<file path="src/rtl/dwt_pkg.sv">
// Shared definitions for the DWT analysis stage: FSM state encoding of the
// FIR scheduler, band tags and the default datapath widths.
package dwt_pkg;

  // Default widths, shared with the FIR datapath modules.
  localparam int DWT_W_IN  = 7;   // signed sample width
  localparam int DWT_C_IN  = 5;   // signed coefficient width
  localparam int DWT_Y_OUT = 20;  // signed result width

  // Band tags on the output stream and on the config port.
  localparam logic BAND_LP = 1'b0;
  localparam logic BAND_HP = 1'b1;

  // Scheduler states: collect samples, issue LP then HP, capture the HP
  // result, then present LP and HP downstream.
  typedef enum logic [2:0] {
    S_LOAD,
    S_ISS_L,
    S_ISS_H,
    S_CAP,
    S_OUT_L,
    S_OUT_H
  } state_e;

endpackage

</file>
<file path="src/rtl/dwt_coef_bank.sv">
// 2x4 coefficient register file (lowpass / highpass banks). Writes are
// accepted only while the scheduler is in LOAD; a write at any other time is
// dropped and answered with a one-cycle err_o pulse on the following cycle.
module dwt_coef_bank
  import dwt_pkg::*;
#(
  parameter int C_IN = DWT_C_IN
) (
  input  logic                   clk,
  input  logic                   rstn,
  input  logic                   load_i,
  input  logic                   we_i,
  input  logic                   band_i,
  input  logic [1:0]             idx_i,
  input  logic signed [C_IN-1:0] data_i,
  output logic                   err_o,
  output logic signed [C_IN-1:0] lp_o [4],
  output logic signed [C_IN-1:0] hp_o [4]
);

  logic signed [C_IN-1:0] lp_q [4];
  logic signed [C_IN-1:0] hp_q [4];
  logic                   err_q;

  // Bank update and rejected-write flag.
  // NOTE: the banks are only eight small registers and must read as zero
  // straight out of reset, so they sit on the async reset like any flop.
  always_ff @(posedge clk or negedge rstn) begin
    if (!rstn) begin
      for (int k = 0; k < 4; k++) begin
        lp_q[k] <= '0;
        hp_q[k] <= '0;
      end
      err_q <= 1'b0;
    end else begin
      err_q <= we_i && !load_i;
      if (we_i && load_i) begin
        if (band_i == BAND_HP) hp_q[idx_i] <= data_i;
        else                   lp_q[idx_i] <= data_i;
      end
    end
  end

  assign err_o = err_q;
  assign lp_o  = lp_q;
  assign hp_o  = hp_q;

endmodule

</file>
<file path="src/rtl/dwt_fir_sched.sv">
// Scheduler for the shared 4-tap polyphase FIR datapath of the DWT analysis
// stage. Keeps a 4-deep sample window, issues the lowpass and then highpass
// coefficient set once per two new samples (first issue after four), and
// streams the tagged results out. dp_y is passed through bit-exact.
// Optional: define DWT_SCHED_STATS_EN to add the pair_cnt output, a 16-bit
// wrapping count of completed LP/HP pairs (cleared by rstn only).
module dwt_fir_sched
  import dwt_pkg::*;
#(
  parameter int W_IN  = DWT_W_IN,
  parameter int C_IN  = DWT_C_IN,
  parameter int Y_OUT = DWT_Y_OUT
) (
  input  logic                    clk,
  input  logic                    rstn,
  input  logic                    flush,
  input  logic                    s_valid,
  output logic                    s_ready,
  input  logic signed [W_IN-1:0]  s_data,
  input  logic                    cfg_we,
  input  logic                    cfg_band,
  input  logic [1:0]              cfg_idx,
  input  logic signed [C_IN-1:0]  cfg_data,
  output logic                    cfg_err,
  output logic signed [W_IN-1:0]  dp_x_0,
  output logic signed [W_IN-1:0]  dp_x_1,
  output logic signed [W_IN-1:0]  dp_x_2,
  output logic signed [W_IN-1:0]  dp_x_3,
  output logic signed [C_IN-1:0]  dp_c_0,
  output logic signed [C_IN-1:0]  dp_c_1,
  output logic signed [C_IN-1:0]  dp_c_2,
  output logic signed [C_IN-1:0]  dp_c_3,
  input  logic signed [Y_OUT-1:0] dp_y,
  output logic                    m_valid,
  input  logic                    m_ready,
  output logic signed [Y_OUT-1:0] m_data,
  output logic                    m_band,
  output logic                    busy
`ifdef DWT_SCHED_STATS_EN
  ,
  output logic [15:0]             pair_cnt
`endif
);

  state_e                  state_q;
  logic signed [W_IN-1:0]  win_q [4];   // win_q[0] is the newest sample
  logic [2:0]              fill_q;      // saturates at 4
  logic [2:0]              pend_q;      // samples since the last issue
  logic signed [Y_OUT-1:0] res_l_q;
  logic signed [Y_OUT-1:0] res_h_q;
  logic signed [Y_OUT-1:0] m_data_q;
  logic                    m_valid_q;
  logic                    m_band_q;

  logic                    load;
  logic                    s_hs;
  logic [2:0]              fill_d;
  logic [2:0]              pend_d;
  logic signed [C_IN-1:0]  lp_c [4];
  logic signed [C_IN-1:0]  hp_c [4];
  logic signed [C_IN-1:0]  coef_sel [4];

  assign load    = (state_q == S_LOAD);
  // A sample presented together with flush is never taken.
  assign s_ready = load && !flush;
  assign s_hs    = s_valid && s_ready;
  assign fill_d  = (fill_q >= 3'd4) ? 3'd4 : fill_q + 3'd1;
  assign pend_d  = pend_q + 3'd1;

  dwt_coef_bank #(.C_IN(C_IN)) u_coef_bank (
    .clk    (clk),
    .rstn   (rstn),
    .load_i (load),
    .we_i   (cfg_we),
    .band_i (cfg_band),
    .idx_i  (cfg_idx),
    .data_i (cfg_data),
    .err_o  (cfg_err),
    .lp_o   (lp_c),
    .hp_o   (hp_c)
  );

  // Scheduler FSM with window, result capture and registered stream outputs.
  // NOTE: every register here uses <= so all of them sample the values from
  // before the edge; the window shift relies on that ordering.
  always_ff @(posedge clk or negedge rstn) begin
    if (!rstn) begin
      state_q   <= S_LOAD;
      for (int k = 0; k < 4; k++) win_q[k] <= '0;
      fill_q    <= '0;
      pend_q    <= '0;
      res_l_q   <= '0;
      res_h_q   <= '0;
      m_data_q  <= '0;
      m_valid_q <= 1'b0;
      m_band_q  <= BAND_LP;
    end else if (flush) begin
      state_q   <= S_LOAD;
      for (int k = 0; k < 4; k++) win_q[k] <= '0;
      fill_q    <= '0;
      pend_q    <= '0;
      m_valid_q <= 1'b0;
    end else begin
      unique case (state_q)
        S_LOAD: begin
          if (s_hs) begin
            win_q[0] <= s_data;
            for (int k = 1; k < 4; k++) win_q[k] <= win_q[k-1];
            fill_q <= fill_d;
            if (fill_d >= 3'd4 && pend_d >= 3'd2) begin
              pend_q  <= '0;
              state_q <= S_ISS_L;
            end else begin
              pend_q  <= pend_d;
            end
          end
        end
        S_ISS_L: state_q <= S_ISS_H;
        S_ISS_H: begin
          res_l_q <= dp_y;
          state_q <= S_CAP;
        end
        S_CAP: begin
          res_h_q   <= dp_y;
          m_valid_q <= 1'b1;
          m_data_q  <= res_l_q;
          m_band_q  <= BAND_LP;
          state_q   <= S_OUT_L;
        end
        S_OUT_L: begin
          if (m_ready) begin
            m_data_q <= res_h_q;
            m_band_q <= BAND_HP;
            state_q  <= S_OUT_H;
          end
        end
        S_OUT_H: begin
          if (m_ready) begin
            m_valid_q <= 1'b0;
            state_q   <= S_LOAD;
          end
        end
        default: state_q <= S_LOAD;
      endcase
    end
  end

`ifdef DWT_SCHED_STATS_EN
  logic [15:0] pair_cnt_q;

  // Completed-pair counter; survives flush, wraps naturally at 16 bits.
  always_ff @(posedge clk or negedge rstn) begin
    if (!rstn)                                               pair_cnt_q <= '0;
    else if (!flush && state_q == S_OUT_H && m_ready)        pair_cnt_q <= pair_cnt_q + 16'd1;
  end

  assign pair_cnt = pair_cnt_q;
`endif

  // Coefficient mux: a bank is only presented while it is being issued.
  // NOTE: the zero default ahead of the case keeps this purely combinational
  // for the states that do not drive a bank.
  always_comb begin
    for (int k = 0; k < 4; k++) coef_sel[k] = '0;
    if (state_q == S_ISS_L) coef_sel = lp_c;
    else if (state_q == S_ISS_H) coef_sel = hp_c;
  end

  assign dp_x_0  = win_q[0];
  assign dp_x_1  = win_q[1];
  assign dp_x_2  = win_q[2];
  assign dp_x_3  = win_q[3];
  assign dp_c_0  = coef_sel[0];
  assign dp_c_1  = coef_sel[1];
  assign dp_c_2  = coef_sel[2];
  assign dp_c_3  = coef_sel[3];
  assign m_valid = m_valid_q;
  assign m_data  = m_data_q;
  assign m_band  = m_band_q;
  assign busy    = !load;

endmodule

</file>
<file path="config.mk">
export PLATFORM = sky130hd
export DESIGN_NAME = dwt_fir_sched
export DESIGN_NICKNAME = d
export VERILOG_FILES = /design/src/rtl/dwt_pkg.sv /design/src/rtl/dwt_coef_bank.sv /design/src/rtl/dwt_fir_sched.sv
export SDC_FILE = /design/constraint.sdc
export NUM_CORES = 1
export LEC_CHECK = 0
export BUFFER_PORTS_ARGS = -buffer_cell sky130_fd_sc_hd__buf_2
export CELL_PAD_IN_SITES_DETAIL_PLACEMENT = 1
export CELL_PAD_IN_SITES_GLOBAL_PLACEMENT = 2
export CORE_MARGIN = 4
export CORE_UTILIZATION = 30
export DETAILED_ROUTE_END_ITERATION = 8
export GPL_TIMING_DRIVEN = 0
export PLACE_DENSITY_LB_ADDON = 0.1
export SETUP_SLACK_MARGIN = 0.5
export SYNTH_ARGS = -nofsm -noshare
export SYNTH_HDL_FRONTEND = slang
export SYNTH_SLANG_ARGS = --single-unit
</file>
<file path="constraint.sdc">
create_clock -name clk -period 2.15 [get_ports clk]
set_clock_uncertainty 0.2 [all_clocks]
set_input_delay 0.3225 -clock clk [delete_from_list [all_inputs] [get_ports clk]]
set_output_delay 0.3225 -clock clk [all_outputs]
set_load 0.01 [all_outputs]
</file>
==> results of run 1 <==
through the flow:
step / instance area [µm²] / TNS [ns] / hold slack [ns]
finish: 8820 / -3.32 / 0.0410
global route: 8820 / -5.15 / 0.0466
CTS: 8500 / -4.34 / 0.0150
detailed placement: 6890 / 0 / 0.162
global placement: 6850 / -207.22 / 0.281
floorplan: 5960 / 0 / -0.173
layout make-up:
class / instances / area [µm²] / share of cell area, %
Sequential cell: 140 / 3500 / 39.7
Inverter: 5 / 18.8 / 0.213
Tap cell: 265 / 332 / 3.76
Multi-Input combinational cell: 275 / 2650 / 30.0
Buffer: 25 / 320 / 3.63
Timing Repair Buffer: 182 / 1370 / 15.5
Clock buffer: 20 / 467 / 5.29
Clock inverter: 11 / 166 / 1.89
routing by layer:
metal	track usage [%]	vias up
li1	-	1996
met1	20.0	2203
met5	0	-
met3	4.27	21
met4	4.85	4
met2	25.2	83
cell families after synthesis:
logic type | count (synthesis) | share of synthesized area, %
buf+inv | 30 | 2.54
xor+xnor | 1 | 0.148
fa+ha+maj | 4 | 0.847
mux | 101 | 18.8
flops | 140 | 59.3
compound gates | 85 | 10.2
simple gates | 84 | 8.09
repair_timing:
item | in CTS | in global routing
resized for setup | 123 | 57
pin swaps | 33 | 19
setup endpoints to repair | 157 | 159
endpoints found under the hold margin | 111 | 0
hold buffers | 29 | 0
setup buffers | 20 | 8
cloned | 7 | 4
worst max-delay path by stage:
stage / from / to / slack [ns]
5_1_grt: state_q[2]$_DFFE_PN0P_ / dp_c_0[0] / -0.27
2_1_floorplan: state_q[0]$_DFFE_PN0P_ / u_coef_bank.lp_o[15]$_DFFE_PN0P_ / 0.39
6_report: state_q[2]$_DFFE_PN0P_ / dp_c_0[4] / -0.19
3_3_place_gp: rstn / state_q[1]$_DFFE_PN0P_ / -1.75
3_5_place_dp: state_q[0]$_DFFE_PN0P_ / dp_x_0[1]$_DFFE_PN0P_ / 0.09
4_1_cts: state_q[2]$_DFFE_PN0P_ / dp_c_0[0] / -0.24
Yosys cell counts (all sizes together) (3+ instances only):
cell    number  area share [%]
inv          5            0.32
ha           4            0.85
nand2       28             1.8
clkbuf       7            0.44
buf         18             1.8
nor3b        3            0.76
dfrtp      140              59
nor3         5            0.51
nor2        29             2.1
mux2        81              15
nand2b       4            0.42
a21oi       32             2.8
o21ai        5            0.42
mux2i       20             3.4
a22o        41             6.1
nand3b       4            0.51
sequential cells by signal, indices dropped and copies added, names as in the netlist:
signal and flops:
dp_x_1 7, u_coef_bank.lp_o 20, pend_q 3, dp_x_0 7, fill_q 3, m_band 1
dp_x_3 7, res_h_q 20, m_data 20, u_coef_bank.err_o 1, state_q 3, m_valid 1
dp_x_2 7, u_coef_bank.hp_o 20, res_l_q 20
critical path, delay by kind of cell (launching register included):
kind / cells / cell delay (ns)
buf+inv: 5 / 0.68
flops: 1 / 0.39
simple gates: 1 / 0.17
compound gates: 1 / 0.16
power breakdown:
part	total [µW]	internal [µW]	switching, µW
registers	4260	3660	598
clock network	3160	2020	1140
logic	4250	2390	1860
cell usage in the layout, fill, tap and decap left out, types with 3 or more instances in the layout:
master         instances
mux2i_1               19
clkinv_2               3
nor3b_4                3
nand2_1               22
nor3_4                 3
buf_2                113
dlygate4sd3_1         29
dfrtp_1              139
bufinv_16              4
mux2_2                20
buf_12                 4
a21oi_1               30
ha_1                   4
clkbuf_8               7
nand2_2                4
buf_8                 12
buf_6                 28
mux2_4                61
clkinvlp_4             3
clkbuf_16             19
nor2_1                25
o21ai_0                3
inv_1                  5
nand3b_1               4
nand2b_1               3
buf_4                 11
a22o_1                41
nor2_4                 3
==> out/results.tsv, run 1 <==
stage	metric	value	unit
run_status	outcome	complete, but fails checks	
run_status	violations	setup timing	
setup_path	worst_r2r_path_depth	7	
setup_path	crit_fanout	5	
drt	wl_per_cell	18.2	µm
die	coreArea	19400	µm²
global_route	grt_max_degree	78	
sta	worst_pin_slew	0.553	ns
worst_hold_path	hold_class	in2reg	
setup_path	r2r_setup_slack	0.15	ns
finish	final_cells	923	
logic_synthesis	yosysWarnings	0	
global_route	grt_antenna_before_repair	2	
logic_synthesis	syn_area_per_cell	13.3	µm²
finish	drive_gt1_share	48.8	%
global_route	grt_pass1_wl	26600	µm
drt	drt-vias-per-instance	4.67	
setup_path	rr_endpoint	u_coef_bank.hp_o[1]$_DFFE_PN0P_	
finish	area_delta_synth_final	49.3	%
finish	final_nets	691	
clock_network	cts_tree	built	
power_and_ir_drop	power.total	11700	µW
global_route	grt-ovfl-total	0	
logic_synthesis	synth_nets	490	
power_and_ir_drop	p_per_area	1320	nW/µm²
drt	routed_wl	16800	µm
clock_network	cts_root_buffer	clkbuf_16	
logic_synthesis	synth-seq-cells	140	
setup_path	crit_path_max_incr_delay	0.39	ns
drt	wl_met2	8210	µm
clock_network	numCtsBuffers	17	
global_route	grtUsageTotal	15.4	%
power_and_ir_drop	leakage	0.00416	µW
clock_network	cts_max_path_buffers	2	
flow_run	cap_violations	0	
drt	drt_pre_antenna_iters	4	
logic_synthesis	syn-cell-area	5910	µm²
setup_path	path_class	reg2out	
die	die_x	148	µm
worst_hold_path	min_path_cells	3	
setup_path	cp_data_arrival_time	1.82	ns
die	boundaryPins	114	
setup_path	crit_chain	buf_6, clkbuf_16, nor3b_4, buf_6, buf_6, a22o_1, buf_2	
setup_path	start_kind	flop	
die	die_y	148	µm
sta	period_share	109	%
finish	finish.utilization	45.5	%
logic_synthesis	ys_types	40	
drt	top_layer_used	met5	
sta	fin_ws	-0.192	ns
setup_path	regToRegStartpoint	state_q[0]$_DFFE_PN0P_	
drt	wl_met3	690	µm
sta	clock.fmax	427	MHz
logic_synthesis	seq_area_frac_synth	59.3	%
drt	drc_errors	0	
setup_path	cp_common_cell	buf_6	
logic_synthesis	synth_ff_type	dfrtp_1	
die	num_rows	51	
logic_synthesis	synth_edf_count	0	
worst_hold_path	min-delay-start	s_valid	
setup_path	required	1.63	ns
die	dieArea	22000	µm²
drt	drt-met1-wl	7600	µm
clock_network	clock_sinks	140	
worst_hold_path	min_to	state_q[0]$_DFFE_PN0P_	
finish	nFillCells	2085	
placement	gp_congestion	0.677	
global_route	grt_pass1_vias	4784	
sta	hold_viol	0	
clock_network	clk_pin_slew	0.06	ns
logic_synthesis	netlist_instances	445	
sta	rsz0062_at_grt	yes	
placement	numPortBuffers	113	
clock_network	cts_max_level	4	
drt	vias	4307	
placement	hpwl	10100	µm
die	initial_core_util	30.5	%
setup_path	slowest_stage	dfrtp_1	
finish	antennaDiodeCount	0	
logic_synthesis	ys_async_sr_fraction	100	%
sta	slew_headroom	63.1	%
power_and_ir_drop	peakVddDrop	0.560	mV
placement	dp.cells	824	
drt	drtIter0Drc	154	
sta	setup_viol	22	
sta	timing.final.max_slew_violations	0	
placement	post-place-ws	0.0901	ns
drt	final_antenna_net_count	0	
sta	period_minus_slack	2.34	ns
clock_network	insertion_delay	0.42	ns
setup_path	end_kind	output pin	
Note: power is estimated with default switching activity, not from simulation.
==> run 2, diff against run 1 <==
- CORE_ASPECT_RATIO: not set -> 0.5
==> out/results.tsv, run 2 (same netlist as run 1, synthesis figures left out) <==
stage	metric	value	unit	change
global_route	grt_pass1_wl	26800	µm	+0.65%
setup_path	worst_r2r_path_depth	8		+1
global_route	grtUsageTotal	15.7	%	+0.24 points
clock_network	clock_sinks	140		unchanged
finish	register_area	3500	µm²	unchanged
die	boundaryPins	114		unchanged
clock_network	numCtsBuffers	17		unchanged
drt	drt-vias-per-instance	4.69		+0.55%
drt	wl_per_cell	18.8	µm	+3.4%
clock_network	cts_root_buffer	clkbuf_16		
die	num_rows	35		-31%
setup_path	cp_top_family	buffers and inverters		
die	initial_core_util	31.3	%	+0.85 points
setup_path	start_kind	flop		
setup_path	crit_buf_inv	5		unchanged
setup_path	required	1.63	ns	about the same
finish	antennaDiodeCount	0		unchanged
finish	final_common_cell	dfrtp_1		
worst_hold_path	min_path_cells	3		unchanged
setup_path	end_kind	output pin		
setup_path	path_class	reg2out		
sta	worst_pin_slew	0.742	ns	+0.189 ns
sta	period_share	108	%	-0.84 points
clock_network	cts_tree	built		
finish	drive_gt1_share	54.4	%	+5.6 points
placement	dp.cells	818		-0.73%
drt	drt_pre_antenna_iters	4		unchanged
setup_path	crit_fanout	5		unchanged
power_and_ir_drop	p_per_area	1340	nW/µm²	+1.2%
global_route	grt-ovfl-total	0		unchanged
drt	vias	4340		+0.77%
clock_network	clk_pin_slew	0.06	ns	about the same
drt	drc_errors	0		unchanged
run_status	violations	setup timing		
sta	hold_slack	0.0496	ns	+0.00858 ns
setup_path	crit_chain	buf_6, clkbuf_16, nor3b_4, buf_6, buf_6, a22o_1, buf_2		
die	coreArea	18900	µm²	-2.7%
setup_path	cp_data_arrival_time	1.80	ns	-0.02 ns
flow_run	cap_violations	0		unchanged
sta	period_minus_slack	2.32	ns	-0.0181 ns
placement	post-place-ws	0.0381	ns	-0.0519 ns
finish	multi_input_area	2900	µm²	+9.5%
drt	routed_wl	17400	µm	+3.6%
clock_network	insertion_delay	0.42	ns	about the same
placement	gp_congestion	0.717		+5.9%
setup_path	slowest_stage	dfrtp_1		
sta	hold_viol	0		unchanged
die	dieArea	22100	µm²	+0.62%
global_route	grt_antenna_before_repair	0		-2
sta	rsz0062_at_grt	yes		
die	die_x	206	µm	+39%
sta	setup_viol	22		unchanged
finish	final_cells	925		+0.22%
setup_path	cp_num_cells	7		unchanged
die	die_y	107	µm	-28%
finish	final_nets	698		+1.0%
sta	clock.fmax	430	MHz	+0.78%
worst_hold_path	hold_class	in2reg		
drt	drtIter0Drc	161		+4.5%
sta	timing.final.max_slew_violations	0		unchanged
run_status	outcome	complete, but fails checks		
power_and_ir_drop	peakVddDrop	0.585	mV	+4.6%
finish	mostFrequentLayoutCells	dfrtp_1 (139), buf_2 (111), mux2_4 (68)		
power_and_ir_drop	leakage	0.00428	µW	+3.1%
setup_path	cp_common_cell	buf_6		
global_route	grt_pass1_vias	4747		-0.77%
finish	nFillCells	1911		-8.3%
sta	fin_ws	-0.174	ns	+0.0181 ns
global_route	grt_max_degree	84		+7.7%
drt	final_antenna_net_count	0		unchanged
placement	hpwl	10300	µm	+2.2%
finish	finish.utilization	48.5	%	+3.0 points
finish	area_delta_synth_final	55.0	%	
setup_path	crit_path_max_incr_delay	0.39	ns	about the same
clock_network	cts_max_path_buffers	2		unchanged
clock_network	cts_max_level	4		unchanged
placement	numPortBuffers	113		unchanged
sta	slew_headroom	50.5	%	-13 points
-- run 2: changes by cell type in the layout (fill, tap and decap cells not counted), moves of 6 or more --
cell | previous run | this run
a21oi_1 | 30 | 11
nor2_4 | 3 | 16
mux2_4 | 61 | 68
nor2_1 | 25 | 13
mux2_2 | 20 | 13
nand2_4 | 1 | 8
a21oi_2 | 1 | 20
buf_6 | 28 | 34
-- run 2: final timing paths --
kind	start	to	slack [ns]
min reg2reg	u_coef_bank.hp_o[17]$_DFFE_PN0P_	u_coef_bank.hp_o[17]$_DFFE_PN0P_	0.31
min	m_ready	state_q[0]$_DFFE_PN0P_	0.05
max in group asynchronous	rstn	m_data[11]$_DFFE_PN0P_	0.67
min in group asynchronous	rstn	dp_x_0[1]$_DFFE_PN0P_	0.24
max	state_q[2]$_DFFE_PN0P_	dp_c_2[2]	-0.17
max reg2reg	state_q[0]$_DFFE_PN0P_	u_coef_bank.hp_o[6]$_DFFE_PN0P_	0.14
-- run 2: metal layers --
metal  track usage (%)  vias to the layer above  share of wire [%]
met5                 0                        -                  0
met4              3.42                        0               0.66
met3              4.65                       14                3.9
met2              24.2                       57                 45
met1              21.8                     2246                 50
li1                  -                     2023                  -
-- run 2: final cells by class --
cell class              instances  area share [%]
plain buffers                  25            3.79
inverters                       5           0.205
repair buffers                189            15.6
flip-flops and latches        140            38.3
clock buffers                  22            5.18
multi-input cells             275            31.6
clock inverters                10            1.78
well taps                     259            3.54
-- run 2: what timing repair did --
action	CTS	global route
pin swaps	14	19
hold buffers	29	0
buffers inserted	26	10
hold endpoints to repair	105	0
gates resized for setup	136	126
gates cloned	7	3
endpoints found under the setup margin	157	179
-- run 2: power by group --
part / switching (µW) / internal, µW / total, µW / leakage (µW)
Clock: 1160 / 2040 / 3200 / 0.000306
Sequential: 666 / 3660 / 4330 / 0.00176
Combinational: 2050 / 2680 / 4730 / 0.00222
Total: 3880 / 8380 / 12300 / 0.00428
-- run 2: worst register-to-register path, cell delays in order, from the launching register on --
cell and delay, ns:
dfrtp_1 0.37, buf_6 0.13, buf_6 0.12, nor2_4 0.13, and4b_2 0.28, buf_6 0.13
nand3b_1 0.09, buf_6 0.16, mux2_4 0.29
-- run 2: stage by stage --
step / total power, µW / TNS [ns] / area [µm²]
floorplan: 6280 / 0 / 5960
global placement: 7410 / -229.60 / 6850
detailed placement: 7510 / 0 / 6880
CTS: 11700 / -4.14 / 8590
global route: 13000 / -5.19 / 9160
finish: 12300 / -3.18 / 9160
==> run 3, diff against run 2 <==
==> constraint.sdc (replaced) <==
create_clock -name clk -period 2.15 [get_ports clk]
set_clock_uncertainty 0.2 [all_clocks]
set_input_delay 0.43 -clock clk [delete_from_list [all_inputs] [get_ports clk]]
set_output_delay 0.43 -clock clk [all_outputs]
set_load 0.01 [all_outputs]
==> out/results.tsv, run 3 (same netlist as run 1, synthesis figures left out) <==
stage	metric	value	unit	change
run_status	outcome	complete, but fails checks		
run_status	violations	setup timing		
die	initial_core_util	31.3	%	unchanged
setup_path	crit_buf_inv	5		unchanged
clock_network	numCtsBuffers	17		unchanged
clock_network	cts_tree	built		
die	die_y	107	µm	unchanged
finish	final_nets	711		+1.9%
sta	period_share	115	%	+7.1 points
sta	worst_pin_slew	0.697	ns	-0.0457 ns
global_route	grt-ovfl-total	0		unchanged
die	die_x	206	µm	unchanged
sta	hold_viol	0		unchanged
power_and_ir_drop	power.switching	4010	µW	+3.5%
finish	design_area	9400	µm²	+2.6%
setup_path	crit_path_max_incr_delay	0.38	ns	about the same
sta	period_minus_slack	2.48	ns	+0.153 ns
global_route	grt_pass1_wl	27500	µm	+2.9%
finish	drive_gt1_share	58.6	%	+4.3 points
drt	vias	4436		+2.2%
global_route	grt_antenna_before_repair	1		+1
drt	drt-vias-per-instance	4.73		+0.80%
setup_path	end_kind	output pin		
drt	drtIter0Drc	222		+38%
power_and_ir_drop	seqPwrFrac	33.7	%	-1.6 points
clock_network	clock_sinks	140		unchanged
power_and_ir_drop	combPwrFrac	40.2	%	+1.6 points
sta	clock.fmax	404	MHz	-6.2%
setup_path	path_class	reg2out		
power_and_ir_drop	power.internal	8760	µW	+4.5%
placement	numPortBuffers	113		unchanged
worst_hold_path	hold_class	in2reg		
placement	dpl_cell_area	6900	µm²	+0.33%
setup_path	cp_top_family	buffers and inverters		
power_and_ir_drop	p_sw_share	31.4	%	-0.22 points
setup_path	slowest_stage	dfrtp_1		
drt	drt_pre_antenna_iters	4		unchanged
sta	rsz0062_at_grt	yes		
clock_network	insertion_delay	0.43	ns	about the same
clock_network	cts_root_buffer	clkbuf_16		
global_route	grt_pass1_vias	4678		-1.5%
finish	mostFrequentLayoutCells	dfrtp_1 (139), buf_2 (108), mux2_4 (75)		
power_and_ir_drop	peakVddDrop	0.584	mV	-0.20%
finish	antennaDiodeCount	0		unchanged
die	boundaryPins	114		unchanged
drt	drc_errors	0		unchanged
drt	routed_wl	18200	µm	+4.6%
placement	post-place-ws	-0.0538	ns	-0.0919 ns
power_and_ir_drop	leakage	0.00442	µW	+3.2%
power_and_ir_drop	p_per_area	1360	nW/µm²	+1.5%
setup_path	crit_chain	buf_6, clkbuf_16, nor3b_4, buf_12, buf_8, a22o_1, buf_2		
finish	area_delta_synth_final	59.1	%	
setup_path	start_kind	flop		
drt	wl_per_cell	19.4	µm	+3.2%
sta	slew_headroom	53.6	%	+3.0 points
sta	timing.final.max_slew_violations	0		unchanged
setup_path	crit_fanout	5		unchanged
power_and_ir_drop	pwr-share-clk	26.1	%	about the same
flow_run	cap_violations	0		unchanged
clock_network	cts_max_path_buffers	2		unchanged
global_route	grtUsageTotal	16.4	%	+0.77 points
placement	hpwl	10200	µm	-1.3%
finish	final_common_cell	dfrtp_1		
setup_path	cp_data_arrival_time	1.85	ns	+0.05 ns
die	dieArea	22100	µm²	unchanged
clock_network	cts_max_level	4		unchanged
sta	fin_ws	-0.326	ns	-0.153 ns
placement	gp_congestion	0.688		-4.0%
sta	setup_viol	47		+110%
clock_network	clk_pin_slew	0.06	ns	about the same
setup_path	required	1.52	ns	-0.11 ns
drt	final_antenna_net_count	0		unchanged
die	coreArea	18900	µm²	unchanged
die	num_rows	35		unchanged
global_route	grt_max_degree	88		+4.8%
run 3: worst paths after layout:
path                                              from                          endpoint  slack [ns]  cells past startpoint
worst min register to register  res_l_q[4]$_DFFE_PN0P_            res_l_q[4]$_DFFE_PN0P_        0.31                      1
min in group asynchronous                         rstn  u_coef_bank.lp_o[12]$_DFFE_PN0P_        0.36                      2
worst min-delay path                         s_data[6]             dp_x_0[6]$_DFFE_PN0P_        0.03                      2
worst max-delay path            state_q[2]$_DFFE_PN0P_                         dp_c_0[3]       -0.33                      7
worst max register to register  state_q[0]$_DFFE_PN0P_  u_coef_bank.lp_o[10]$_DFFE_PN0P_       -0.03                      8
max in group asynchronous                         rstn            res_l_q[7]$_DFFE_PN0P_        0.72                      3
run 3: stage by stage:
stage / utilization (%) / total power, µW / setup TNS [ns] / hold slack, ns / cells
6_report: 49.8 / 12800 / -6.58 / 0.0272 / 938
5_1_grt: 49.8 / 13500 / -11.15 / 0.0140 / 938
4_1_cts: 46.9 / 12300 / -7.21 / 0.000122 / 908
3_5_place_dp: 36.6 / 7570 / -0.0980 / 0.228 / 818
3_3_place_gp: 36.4 / 7470 / -252.90 / 0.284 / 817
2_1_floorplan: - / 6330 / 0 / -0.0656 / 445
run 3: layout make-up:
| class | instances | area (µm²) |
|---|---|---|
| Buffer | 25 | 352 |
| Clock buffer | 19 | 443 |
| Clock inverter | 13 | 214 |
| Fill cell | 1906 | 9480 |
| Inverter | 5 | 18.8 |
| Multi-Input combinational cell | 276 | 2880 |
| Sequential cell | 140 | 3500 |
| Tap cell | 259 | 324 |
| Timing Repair Buffer | 201 | 1660 |
run 3: power by group through the flow:
stage                     registers (µW)  clock network, µW  logic [µW]
after floorplan                     4270                  0        2060
after global placement              4250                  0        3220
after detailed placement            4290                  0        3290
after CTS                           4280               3400        4600
after global routing                4450               3550        5510
final                               4310               3330        5140
run 3: metal layers:
metal / share of wire, % / up-vias / track usage [%]
met1: 49 / 2290 / 23.3
met5: 0.039 / - / 0
met4: 0.97 / 2 / 4.84
li1: - / 2060 / -
met2: 46 / 67 / 24.3
met3: 4.1 / 17 / 4.71
run 3: worst reg2reg max path, stage by stage (launching register included):
cell and delay [ns]:
dfrtp_1 0.39, buf_6 0.14, buf_6 0.11, buf_6 0.12
nor2_4 0.17, nand4bb_4 0.23, nor3b_4 0.25, buf_6 0.17
mux2_4 0.30
run 3: timing repair:
action	in CTS	in global routing
endpoints found under the hold margin	59	0
pin swaps	34	29
endpoints found under the setup margin	157	263
gates cloned	14	2
hold buffers	7	0
setup buffers	37	28
gates resized for setup	203	71
